File: config.mk
export PLATFORM = sky130hd
export DESIGN_NAME = seg_scan_decoder
export DESIGN_NICKNAME = d
export VERILOG_FILES = /design/src/rtl/seg_scan_decoder.sv
export SDC_FILE = /design/constraint.sdc
export NUM_CORES = 1
export LEC_CHECK = 0
export ABC_CLOCK_PERIOD_IN_PS = 3450
export BUFFER_PORTS_ARGS = -buffer_cell sky130_fd_sc_hd__buf_2
export CORE_ASPECT_RATIO = 1.2
export CORE_MARGIN = 3
export CORE_UTILIZATION = 55
export CTS_CLUSTER_DIAMETER = 200
export CTS_CLUSTER_SIZE = 25
export DETAILED_ROUTE_END_ITERATION = 16
export PLACE_DENSITY = 0.74
export SLEW_MARGIN = 20
export SYNTH_ARGS = -nofsm -noshare
export SYNTH_HDL_FRONTEND = slang
export SYNTH_SLANG_ARGS = --single-unit
File: constraint.sdc
create_clock -name clk -period 3.45 [get_ports clk]
set_input_delay 0.69 -clock clk [delete_from_list [all_inputs] [get_ports clk]]
set_output_delay 0.69 -clock clk [all_outputs]
set_load 0.01 [all_outputs]
File: src/rtl/seg_scan_decoder.sv
// Purpose : recovers the 4 hex digits shown on a multiplexed 7-segment bus and publishes them as one 16-bit frame.
// Latency : segs change to frame_valid is 2 (sync) + STABLE_CYCLES + 1 cycles for the final digit of a frame.
// Backpressure: none; the bus is sampled every cycle, and value/err_mask hold until the next complete frame.
//
// Ports:
//   clk         system clock
//   reset       asynchronous, active-high reset
//   segs        [11:8] digit enables (active-low, bit 8 = digit0), [7:0] {dp,g,f,e,d,c,b,a} (active-low)
//   value       last complete frame {digit3,digit2,digit1,digit0}
//   frame_valid one-cycle pulse when value/err_mask are updated
//   err_mask    per-digit flag: captured pattern was not a legal hex glyph
//   bus_err     one-cycle pulse when a stable sample has more than one enable low
//
// STABLE_CYCLES must lie in 2..255 and 2**CNT_W must exceed it.

module seg_scan_decoder #(
    parameter int STABLE_CYCLES = 4,
    parameter int CNT_W         = 8
) (
    input  logic        clk,
    input  logic        reset,
    input  logic [11:0] segs,
    output logic [15:0] value,
    output logic        frame_valid,
    output logic [3:0]  err_mask,
    output logic        bus_err
);

    localparam logic [CNT_W-1:0] LP_STABLE    = CNT_W'(STABLE_CYCLES);
    localparam logic [CNT_W-1:0] LP_STABLE_M1 = CNT_W'(STABLE_CYCLES - 1);

    // Returns {illegal, hex}; the pattern is active-high gfedcba.
    function automatic logic [4:0] decode_glyph(input logic [6:0] pat);
        logic [4:0] res;
        case (pat)
            7'h3F:   res = {1'b0, 4'h0};
            7'h06:   res = {1'b0, 4'h1};
            7'h5B:   res = {1'b0, 4'h2};
            7'h4F:   res = {1'b0, 4'h3};
            7'h66:   res = {1'b0, 4'h4};
            7'h6D:   res = {1'b0, 4'h5};
            7'h7D:   res = {1'b0, 4'h6};
            7'h07:   res = {1'b0, 4'h7};
            7'h7F:   res = {1'b0, 4'h8};
            7'h6F:   res = {1'b0, 4'h9};
            7'h77:   res = {1'b0, 4'hA};
            7'h7C:   res = {1'b0, 4'hB};
            7'h39:   res = {1'b0, 4'hC};
            7'h5E:   res = {1'b0, 4'hD};
            7'h79:   res = {1'b0, 4'hE};
            7'h71:   res = {1'b0, 4'hF};
            default: res = {1'b1, 4'h0};
        endcase
        return res;
    endfunction

    logic [11:0]      r_s1;
    logic [11:0]      r_s2;
    logic [11:0]      r_s3;
    logic [CNT_W-1:0] r_cnt;
    logic             r_armed;
    logic [3:0]       r_seen;
    logic [15:0]      r_pend_dig;
    logic [3:0]       r_pend_err;
    logic [15:0]      r_value;
    logic [3:0]       r_err;
    logic             r_fv;
    logic             r_bus_err;

    logic             w_same;
    logic             w_cap;
    logic [3:0]       w_en_low;
    logic             w_one;
    logic             w_multi;
    logic [1:0]       w_idx;
    logic [4:0]       w_glyph;
    logic             w_do_cap;
    logic [15:0]      w_pend_dig_nxt;
    logic [3:0]       w_pend_err_nxt;
    logic [3:0]       w_seen_nxt;
    logic             w_frame_done;

    assign w_same   = (r_s2 == r_s3);
    // Capture on the edge where the counter becomes STABLE_CYCLES, so the
    // captured digit and a completed frame are visible in the same cycle.
    assign w_cap    = w_same && r_armed && (r_cnt == LP_STABLE_M1);
    assign w_en_low = ~r_s2[11:8];
    assign w_glyph  = decode_glyph(~r_s2[6:0]);

    always_comb begin
        w_one   = 1'b0;
        w_multi = 1'b0;
        w_idx   = 2'd0;
        case (w_en_low)
            4'b0000: ;                                  // blank slot between digits
            4'b0001: begin w_one = 1'b1; w_idx = 2'd0; end
            4'b0010: begin w_one = 1'b1; w_idx = 2'd1; end
            4'b0100: begin w_one = 1'b1; w_idx = 2'd2; end
            4'b1000: begin w_one = 1'b1; w_idx = 2'd3; end
            default: w_multi = 1'b1;
        endcase
    end

    always_comb begin
        w_do_cap       = w_cap && w_one;
        w_pend_dig_nxt = r_pend_dig;
        w_pend_err_nxt = r_pend_err;
        w_seen_nxt     = r_seen;
        if (w_do_cap) begin
            w_pend_dig_nxt[{w_idx, 2'b00} +: 4] = w_glyph[3:0];
            w_pend_err_nxt[w_idx]               = w_glyph[4];
            w_seen_nxt[w_idx]                   = 1'b1;
        end
        w_frame_done = w_do_cap && (w_seen_nxt == 4'hF);
    end

    always_ff @(posedge clk or posedge reset) begin
        if (reset) begin
            r_s1       <= 12'hFFF;
            r_s2       <= 12'hFFF;
            r_s3       <= 12'hFFF;
            r_cnt      <= '0;
            r_armed    <= 1'b1;
            r_seen     <= 4'h0;
            r_pend_dig <= 16'h0;
            r_pend_err <= 4'h0;
            r_value    <= 16'h0;
            r_err      <= 4'h0;
            r_fv       <= 1'b0;
            r_bus_err  <= 1'b0;
        end else begin
            r_s1 <= segs;
            r_s2 <= r_s1;
            r_s3 <= r_s2;

            if (w_same) begin
                if (r_cnt != LP_STABLE) begin
                    r_cnt <= r_cnt + 1'b1;
                end
            end else begin
                r_cnt   <= '0;
                r_armed <= 1'b1;
            end
            // Only one capture per stable window, even while the counter sits saturated.
            if (w_cap) begin
                r_armed <= 1'b0;
            end

            r_bus_err  <= w_cap && w_multi;
            r_fv       <= w_frame_done;
            r_pend_dig <= w_pend_dig_nxt;
            r_pend_err <= w_pend_err_nxt;

            if (w_frame_done) begin
                r_value <= w_pend_dig_nxt;
                r_err   <= w_pend_err_nxt;
                r_seen  <= 4'h0;
            end else begin
                r_seen  <= w_seen_nxt;
            end
        end
    end

    assign value       = r_value;
    assign err_mask    = r_err;
    assign frame_valid = r_fv;
    assign bus_err     = r_bus_err;

endmodule

==> results.tsv, run 1 <==
stage	metric	value	unit
place	port_buffers	35	
synth	synthArstFlopShare	1.00	
worst_setup_path	path_buf_inv	2	
synth	syn_area	4090	um^2
worst_setup_path	path_cells	xor2_1, nand3_1, inv_1, ha_1, o22ai_1, or2_2, nor3_2, buf_4, mux2_2	
detailed_routing	drc_errors	0	
global_route	antenna_found_initial	0	
timing	rsz0062_at_grt	no	
synth	synth_top_area_cell	dfrtp_1	
clock_tree	cts_setup_buffers	0	
synth	seq_area_frac_synth	0.568	
timing	fmax	344	MHz
clock_tree	insertion_delay	350	ps
synth	synth_top_area_share	0.331	
global_route	grt_remaining_overflow	0	
worst_setup_path	critical_path_class	flip-flop to flip-flop	
status	outcome	complete, no violations	
worst_setup_path	cp_max_fo	27	
floorplan	core	7020	um^2
global_route	grt.total_usage	0.188	
global_route	grt_max_degree	58	
final_layout	final_common_cell	dfrtp_1	
detailed_routing	drt_iter0_markers	178	
floorplan	start_util	0.582	
final_layout	layout_common_cells	54 x dfrtp_1, 37 x dfstp_2, 35 x buf_2	
synth	synth-edff-count	0	
final_layout	fill_cells	576	
detailed_routing	detail_route.first_pass.iterations	6	
final_layout	num_antenna_cells	0	
final_layout	drive_gt1_frac	0.351	
worst_setup_path	worstPathArrival	3160	ps
global_route	grt_first_pass_wirelength	12600	um
synth	synthTopCellsByArea	dfrtp_1 33%, dfstp_2 24%, mux2_2 4.7%	
clock_tree	hold_buffers	0	
synth	synthFlopType	dfrtp_1	
place	globalplace.congestion	0.847	
pwr	vdd.ir_drop.worst	0.277	mV
pwr	p_leak	2.00	nW
timing	setup_tns	0	ps
floorplan	pin_count	36	
place	dp_hpwl	4830	um
timing	finalCritPeriodShare	0.843	
timing	slew_headroom	0.534	
floorplan	num_rows	33	
timing	fin_crit	2910	ps
clock_tree	numCtsBuffers	9	
worst_setup_path	reg2reg_slack	540	ps
synth	synth_fp_nets	366	
clock_tree	cts_tree	yes	
worst_setup_path	required	3700	ps
synth	synth.distinct_cells	56	
timing	final-hold-violation-count	0	
job	maxCapViolCount	0	
pwr	total_power	1.86	mW
synth	synth.avg_cell_area	12.0	um^2
clock_tree	ctsResizeCount	0	
clock_tree	clockBufferDepth	2	
final_layout	area_growth	9.27	%
detailed_routing	routed_via_density	5.67	
worst_setup_path	start_kind	flip-flop	
timing	worstMarginPinSlew	682	ps
clock_tree	clock-sinks	91	
worst_setup_path	end_kind	flip-flop	
timing	finalClockSkew	7.34	ps
detailed_routing	routedWlPerCell	15.3	um
detailed_routing	routed_wl	7100	um
worst_setup_path	crit_path_end	value[2]	
synth	synth-compound-area-share	0.101	
floorplan	die_y	100	um
worst_setup_path	critPathTopFamily	simple AND/OR/NAND/NOR gates	
final_layout	final_nets	395	
synth	ys_warn_count	0	
clock_tree	path_clk_slew	90	ps
worst_setup_path	max_stage_delay	620	ps
timing	setup_violations	0	
worst_setup_path	cp-startpoint	r_s2[11]	
worst_hold_path	hold_path_class	flip-flop to flip-flop	
detailed_routing	postRouteAntennaNets	0	
clock_tree	clockRootBuffer	clkbuf_8	
detailed_routing	vias	2626	
synth	syn_inst	342	
clock_tree	h-tree-depth	3	
synth	synth_top_family_by_area	simple AND/OR/NAND/NOR gates	
worst_setup_path	crit_slowest_cell	dfstp_2	
global_route	grt_pass1_vias	2647	
pwr	p_per_area	418	nW/um^2
worst_setup_path	critical_path_cell_count	9	
synth	yosys.area_share.simple	0.162	
worst_setup_path	rr_worst_depth	9	
floorplan	die_area	8510	um^2
synth	synthXorXnorAreaFrac	0.0407	
synth	yosys.area_share.adder	0.0331	
synth	muxShareOfSynthArea	0.0575	
floorplan	die_x	84.7	um
timing	report.final.slew_viol_count	0	
worst_setup_path	r2r_start	r_s2[11]	
synth	ys_seq_elements	91	
worst_setup_path	rr_endpoint	value[2]	
## Yosys cell counts, types with 4 or more instances
| master | instances |
|---|---|
| dfstp_2 | 37 |
| inv_1 | 7 |
| o21ai_2 | 8 |
| dfrtp_1 | 54 |
| nand2_1 | 12 |
| a21oi_1 | 10 |
| nor4_1 | 4 |
| nor3_1 | 9 |
| buf_6 | 4 |
| mux2_2 | 17 |
| nand3_1 | 9 |
| nand2b_1 | 7 |
| nor2_1 | 29 |
| nand4_1 | 6 |
| o21ai_0 | 18 |
| a21bo_2 | 4 |
| xor2_1 | 17 |
| and3_1 | 4 |
| ha_1 | 10 |
| clkbuf_1 | 5 |
| buf_2 | 11 |
| a31oi_1 | 6 |
## per-layer routing
layer | share of wire | global-route usage | wire length, um
met1 | 0.44 | 0.241 | 3160
met2 | 0.50 | 0.303 | 3520
met3 | 0.042 | 0.0476 | 300
met4 | 0.016 | 0.0816 | 117
met5 | 0 | 0 | 0
## registers in the layout, summed over array words and instances (netlist names)
register,cells
r_s2,12
r_pend_err,4
r_s1,12
r_cnt,8
value,16
r_armed,1
frame_valid,1
err_mask,4
bus_err,1
r_s3,12
r_seen,4
r_pend_dig,16
## power by group
group / switching (mW) / internal [mW] / total, mW
Combinational: 0.0542 / 0.0366 / 0.0908
Sequential: 0.0301 / 1.11 / 1.14
Clock: 0.371 / 0.267 / 0.639
## cell type report
| cell class | count | area (um^2) | share of cell area |
|---|---|---|---|
| Sequential cell | 91 | 2320 | 0.520 |
| Multi-Input combinational cell | 223 | 1620 | 0.362 |
| Timing Repair Buffer | 39 | 218 | 0.0487 |
| Clock buffer | 9 | 124 | 0.0277 |
| Tap cell | 87 | 109 | 0.0244 |
| Clock inverter | 7 | 48.8 | 0.0109 |
| Inverter | 7 | 27.5 | 0.00616 |
## kinds of logic after synthesis
kind of cell,count (synthesis)
AND/OR/NAND/NOR,110
flip-flops,91
adder cells (fa/ha/maj),11
multiplexers,21
buffers and inverters,28
AO/OA/AOI/OAI,62
XOR/XNOR,19
## how the worst min path moves through the flow
stage               startpoint  endpoint  slack [ps]  cells past startpoint
finish                r_s1[10]  r_s2[10]         360                      0
global route           r_s1[1]   r_s2[1]         370                      0
CTS                    r_s1[9]   r_s2[9]         360                      0
detailed placement     r_s1[1]   r_s2[1]         350                      0
global placement       r_s1[7]   r_s2[7]         350                      0
floorplan              r_s1[0]   r_s2[0]         350                      0
## through the flow
| stage | setup WS [ps] | util | cell area, um^2 | std cells | hold slack [ps] |
|---|---|---|---|---|---|
| after detailed placement | 549 | 0.612 | 4290 | 447 | 347 |
| final | 541 | 0.636 | 4470 | 463 | 357 |
| after global routing | 284 | 0.636 | 4470 | 463 | 365 |
| after global placement | 650 | 0.612 | 4290 | 447 | 346 |
| after floorplan | 458 | - | 4090 | 342 | 345 |
| after CTS | 543 | 0.636 | 4470 | 463 | 359 |
Note: power is estimated with default switching activity, not from simulation.
==> run 2, diff against run 1 <==
--- a/config.mk
+++ b/config.mk
@@ -5,15 +5,15 @@
 export SDC_FILE = /design/constraint.sdc
 export NUM_CORES = 1
 export LEC_CHECK = 0
-export ABC_CLOCK_PERIOD_IN_PS = 3450
+export ABC_CLOCK_PERIOD_IN_PS = 2500
 export BUFFER_PORTS_ARGS = -buffer_cell sky130_fd_sc_hd__buf_2
 export CORE_ASPECT_RATIO = 1.2
 export CORE_MARGIN = 3
-export CORE_UTILIZATION = 55
+export CORE_UTILIZATION = 53
 export CTS_CLUSTER_DIAMETER = 200
 export CTS_CLUSTER_SIZE = 25
 export DETAILED_ROUTE_END_ITERATION = 16
-export PLACE_DENSITY = 0.74
+export PLACE_DENSITY = 0.75
 export SLEW_MARGIN = 20
 export SYNTH_ARGS = -nofsm -noshare
 export SYNTH_HDL_FRONTEND = slang
==> constraint.sdc (replaced) <==
create_clock -name clk -period 2.5 [get_ports clk]
set_input_delay 0.5 -clock clk [delete_from_list [all_inputs] [get_ports clk]]
set_output_delay 0.5 -clock clk [all_outputs]
set_load 0.01 [all_outputs]
==> results.tsv, run 2 (synthesized netlist as in run 1, its figures left out) <==
stage	metric	value	unit
status	outcome	complete, no violations	
worst_setup_path	start_kind	flip-flop	
floorplan	core	7360	um^2
detailed_routing	postRouteAntennaNets	0	
place	port_buffers	35	
worst_setup_path	critPathTopFamily	simple AND/OR/NAND/NOR gates	
detailed_routing	top_layer	met4	
final_layout	regArea	2320	um^2
final_layout	num_antenna_cells	0	
timing	finalCritPeriodShare	0.998	
clock_tree	cts_tree	yes	
timing	setup_violations	0	
global_route	grt_first_pass_wirelength	12300	um
detailed_routing	routed_via_density	5.52	
worst_setup_path	required	2740	ps
worst_setup_path	cp_max_fo	7	
global_route	grt_pass1_vias	2622	
detailed_routing	wl_met2	3890	um
detailed_routing	vias	2770	
global_route	grt_remaining_overflow	0	
detailed_routing	wl_met3	271	um
global_route	grt_max_degree	45	
global_route	grt.total_usage	0.179	
clock_tree	clockRootBuffer	clkbuf_8	
floorplan	die_area	8810	um^2
clock_tree	insertion_delay	350	ps
final_layout	fill_cells	551	
detailed_routing	drt_iter0_markers	111	
final_layout	final_nets	431	
detailed_routing	detail_route.first_pass.iterations	4	
clock_tree	h-tree-depth	3	
timing	slew_headroom	0.391	
timing	setup_tns	0	ps
worst_setup_path	crit_slowest_cell	dfstp_2	
clock_tree	numCtsBuffers	9	
floorplan	die_y	102	um
detailed_routing	routedWlPerCell	15.6	um
pwr	p_per_area	553	nW/um^2
timing	final-hold-violation-count	0	
worst_setup_path	path_buf_inv	1	
worst_setup_path	max_stage_delay	580	ps
worst_hold_path	hold_path_class	input port to asynchronous set/reset pin	
final_layout	area_growth	21.2	%
detailed_routing	drc_errors	0	
timing	fin_crit	2490	ps
timing	report.final.slew_viol_count	0	
floorplan	die_x	86.2	um
clock_tree	clock-sinks	91	
floorplan	pin_count	36	
place	postPlaceCellArea	4550	um^2
worst_setup_path	worstPathArrival	2730	ps
pwr	vdd.ir_drop.worst	0.440	mV
job	maxCapViolCount	0	
timing	rsz0062_at_grt	yes	
place	dp_hpwl	5150	um
floorplan	num_rows	34	
pwr	p_leak	2.22	nW
global_route	antenna_found_initial	0	
worst_setup_path	end_kind	flip-flop	
timing	fmax	401	MHz
final_layout	drive_gt1_frac	0.454	
detailed_routing	routed_wl	7860	um
worst_setup_path	path_cells	xor2_1, and3_4, ha_2, o22ai_1, or2_4, nor3_4, clkbuf_16, mux2_4	
detailed_routing	drt-met1-wl	3600	um
final_layout	layout_common_cells	54 x dfrtp_1, 37 x dfstp_2, 35 x buf_2	
timing	worstMarginPinSlew	890	ps
final_layout	final_common_cell	dfrtp_1	
final_layout	final_cell_area	4950	um^2
timing	finalClockSkew	11.9	ps
clock_tree	clockBufferDepth	2	
worst_setup_path	critical_path_class	flip-flop to flip-flop	
final_layout	multi_input_area	1730	um^2
floorplan	start_util	0.555	
place	globalplace.congestion	0.807	
clock_tree	path_clk_slew	90	ps
run 2: cell types whose count changed in the layout (fill, tap and decap cells not counted), sizes merged:
cell,delta
bufinv,+1
clkinvlp,+2
clkinv,-2
inv,-2
buf,+35
clkbuf,+2
run 2: path summary, 6_finish.rpt:
path	slack [ps]	depth (start not counted)	end	startpoint
max reg2reg	6	8	value[7]	r_s2[11]
min	150	2	r_seen[3]	reset
max	6	8	value[7]	r_s2[11]
max in group asynchronous	1650	3	value[8]	reset
min in group clk	240	1	r_s1[0]	segs[0]
min reg2reg	360	0	r_s2[7]	r_s1[7]
run 2: cell type report:
| cell class | instances | area share |
|---|---|---|
| clock inverters | 6 | 0.0124 |
| inverters | 7 | 0.00657 |
| repair buffers | 75 | 0.112 |
| clock buffers | 10 | 0.0278 |
| well taps | 90 | 0.0227 |
| multi-input cells | 223 | 0.350 |
| flip-flops and latches | 91 | 0.469 |
run 2: where the power goes:
group          internal (mW)  switching (mW)
registers               1.52          0.0231
logic                 0.0868           0.115
clock network          0.489           0.501
total                   2.10           0.638
run 2: what timing repair did:
action | in CTS | in global routing
hold buffers | 0 | 0
cloned | 0 | 1
pin swaps | 0 | 9
endpoints found under the hold margin | 0 | 0
setup buffers | 0 | 7
resized for setup | 1 | 36
setup endpoints to repair | 4 | 34
run 2: per-stage QoR:
step / total power [mW] / instances / hold slack [ps] / utilization / setup slack (ps)
3_5_place_dp: 1.75 / 478 / 347 / 0.618 / -66.1
4_1_cts: 2.75 / 494 / 154 / 0.646 / -29.0
6_report: 2.74 / 502 / 154 / 0.673 / 5.69
5_1_grt: 2.87 / 502 / 170 / 0.673 / -88.1
2_1_floorplan: 1.69 / 342 / 345 / - / -3.82
3_3_place_gp: 1.75 / 478 / 345 / 0.618 / 34.4
run 2: layer usage:
metal,GRT usage,vias up
met5,0,-
met4,0.0911,0
met3,0.0363,8
met2,0.285,49
met1,0.233,1370
li1,-,1343
==> run 3, diff against run 2 <==
--- a/config.mk
+++ b/config.mk
@@ -6,7 +6,7 @@
 export NUM_CORES = 1
 export LEC_CHECK = 0
 export ABC_CLOCK_PERIOD_IN_PS = 2500
-export BUFFER_PORTS_ARGS = -buffer_cell sky130_fd_sc_hd__buf_2
+export BUFFER_PORTS_ARGS = -buffer_cell sky130_fd_sc_hd__buf_4
 export CORE_ASPECT_RATIO = 1.2
 export CORE_MARGIN = 3
 export CORE_UTILIZATION = 53
==> results.tsv, run 3 (synthesized netlist as in run 1, its figures left out) <==
stage	metric	value	unit
place	dp_hpwl	4910	um
worst_setup_path	path_cells	xor2_2, nand3_4, buf_4, ha_4, nand2b_1, or4_4, o21ai_1, mux2_2	
floorplan	num_rows	34	
place	port_buffers	35	
timing	fmax	401	MHz
detailed_routing	drc_errors	0	
floorplan	die_x	86.2	um
place	globalplace.congestion	0.816	
timing	final-hold-violation-count	0	
worst_setup_path	required	2810	ps
worst_setup_path	end_kind	flip-flop	
worst_setup_path	crit_slowest_cell	dfstp_2	
worst_setup_path	start_kind	flip-flop	
floorplan	core	7360	um^2
final_layout	final_common_cell	buf_4	
final_layout	drive_gt1_frac	0.458	
final_layout	num_antenna_cells	0	
global_route	antenna_found_initial	0	
global_route	grt_remaining_overflow	0	
worst_hold_path	hold_path_class	input port to flip-flop	
clock_tree	hold_buffers	0	
worst_setup_path	critical_path_class	flip-flop to flip-flop	
worst_setup_path	r2r_start	r_s2[11]	
timing	fin_crit	2490	ps
status	outcome	complete, no violations	
worst_setup_path	path_buf_inv	1	
global_route	grt_max_degree	92	
worst_hold_path	min_delay_path_depth	1	
worst_setup_path	critPathTopFamily	simple AND/OR/NAND/NOR gates	
clock_tree	clockBufferDepth	2	
final_layout	layout_common_cells	72 x buf_4, 54 x dfrtp_1, 37 x dfstp_2	
detailed_routing	postRouteAntennaNets	0	
final_layout	fin_cells	507	
final_layout	area_growth	24.7	%
clock_tree	path_clk_slew	90	ps
clock_tree	cts_tree	yes	
final_layout	final_nets	436	
detailed_routing	drt_iter0_markers	114	
detailed_routing	routedWlPerCell	15.5	um
timing	finalClockSkew	18.5	ps
clock_tree	insertion_delay	360	ps
worst_setup_path	max_stage_delay	600	ps
floorplan	die_y	102	um
worst_setup_path	cp-startpoint	r_s2[11]	
pwr	p_per_area	515	nW/um^2
clock_tree	clock-sinks	91	
timing	rsz0062_at_grt	yes	
worst_setup_path	worstPathArrival	2800	ps
detailed_routing	vias	2849	
pwr	vdd.ir_drop.worst	0.430	mV
global_route	grt_pass1_vias	2665	
timing	slew_headroom	0.609	
timing	worstMarginPinSlew	585	ps
timing	finalCritPeriodShare	0.997	
worst_setup_path	critical_path_cell_count	8	
detailed_routing	routed_wl	7870	um
place	post-place-ws	-92.7	ps
clock_tree	h-tree-depth	3	
pwr	p_leak	2.27	nW
detailed_routing	detail_route.first_pass.iterations	4	
timing	finalWorstSetupSlack	8.67	ps
clock_tree	clockRootBuffer	clkbuf_8	
timing	setup_violations	0	
worst_setup_path	cp_max_fo	8	
worst_hold_path	hp-start	segs[6]	
worst_setup_path	rr_worst_depth	8	
floorplan	die_area	8810	um^2
global_route	grt_first_pass_wirelength	12400	um
final_layout	finalCoreUtilization	0.693	
detailed_routing	routed_via_density	5.62	
place	dp.cells	473	
floorplan	pin_count	36	
clock_tree	numCtsBuffers	9	
global_route	grt.total_usage	0.179	
job	maxCapViolCount	0	
floorplan	start_util	0.555	
timing	report.final.slew_viol_count	0	
timing	setup_tns	0	ps
==> run 3: cell types whose count changed in the layout (fill, tap and decap cells not counted), sizes merged <==
cell	previous run	this run
inv	9	8
buf	74	79
clkbuf	11	15
bufinv	1	0
clkinvlp	2	1
clkinv	1	0
==> run 3: final cells by class <==
cell class	instances	area (um^2)
Multi-Input combinational cell	223	1790
Fill cell	536	2260
Timing Repair Buffer	80	674
Sequential cell	91	2320
Tap cell	90	113
Clock buffer	14	153
Inverter	7	35.0
Clock inverter	2	12.5
==> run 3: what timing repair did <==
action / CTS / global route
buffers inserted: 4 / 13
pin swaps: 1 / 2
gates cloned: 0 / 1
setup endpoints to repair: 18 / 28
gates resized for setup: 1 / 45
==> run 3: power by group <==
group	leakage [nW]	total [mW]	switching [mW]	internal (mW)
clock	0.0855	0.870	0.478	0.392
sequential	1.14	1.55	0.0217	1.53
combinational	1.04	0.209	0.114	0.0946
total	2.27	2.63	0.614	2.01
==> run 3: per-layer routing <==
layer  global-route usage  wire (um)  vias up
li1                     -          -     1351
met1                0.231       3370     1401
met2                0.294       4000       77
met3               0.0452        341       20
met4               0.0695        150        0
met5                    0          0        -
==> run 3: final timing paths <==
kind                                 end  slack (ps)
max reg2reg                    value[14]           9
min in group asynchronous  r_pend_err[3]         260
max                            value[14]           9
min                              r_s1[6]         240
min reg2reg                      r_s2[2]         350
max in group asynchronous      r_seen[1]        1870
==> run 3: per-stage QoR <==
stage / cell area, um^2 / total power [mW] / hold slack [ps]
after floorplan: 4110 / 1.69 / 345
after global placement: 4590 / 1.74 / 346
after detailed placement: 4590 / 1.75 / 347
after CTS: 4780 / 2.63 / 225
after global routing: 5100 / 2.74 / 219
final: 5100 / 2.63 / 242
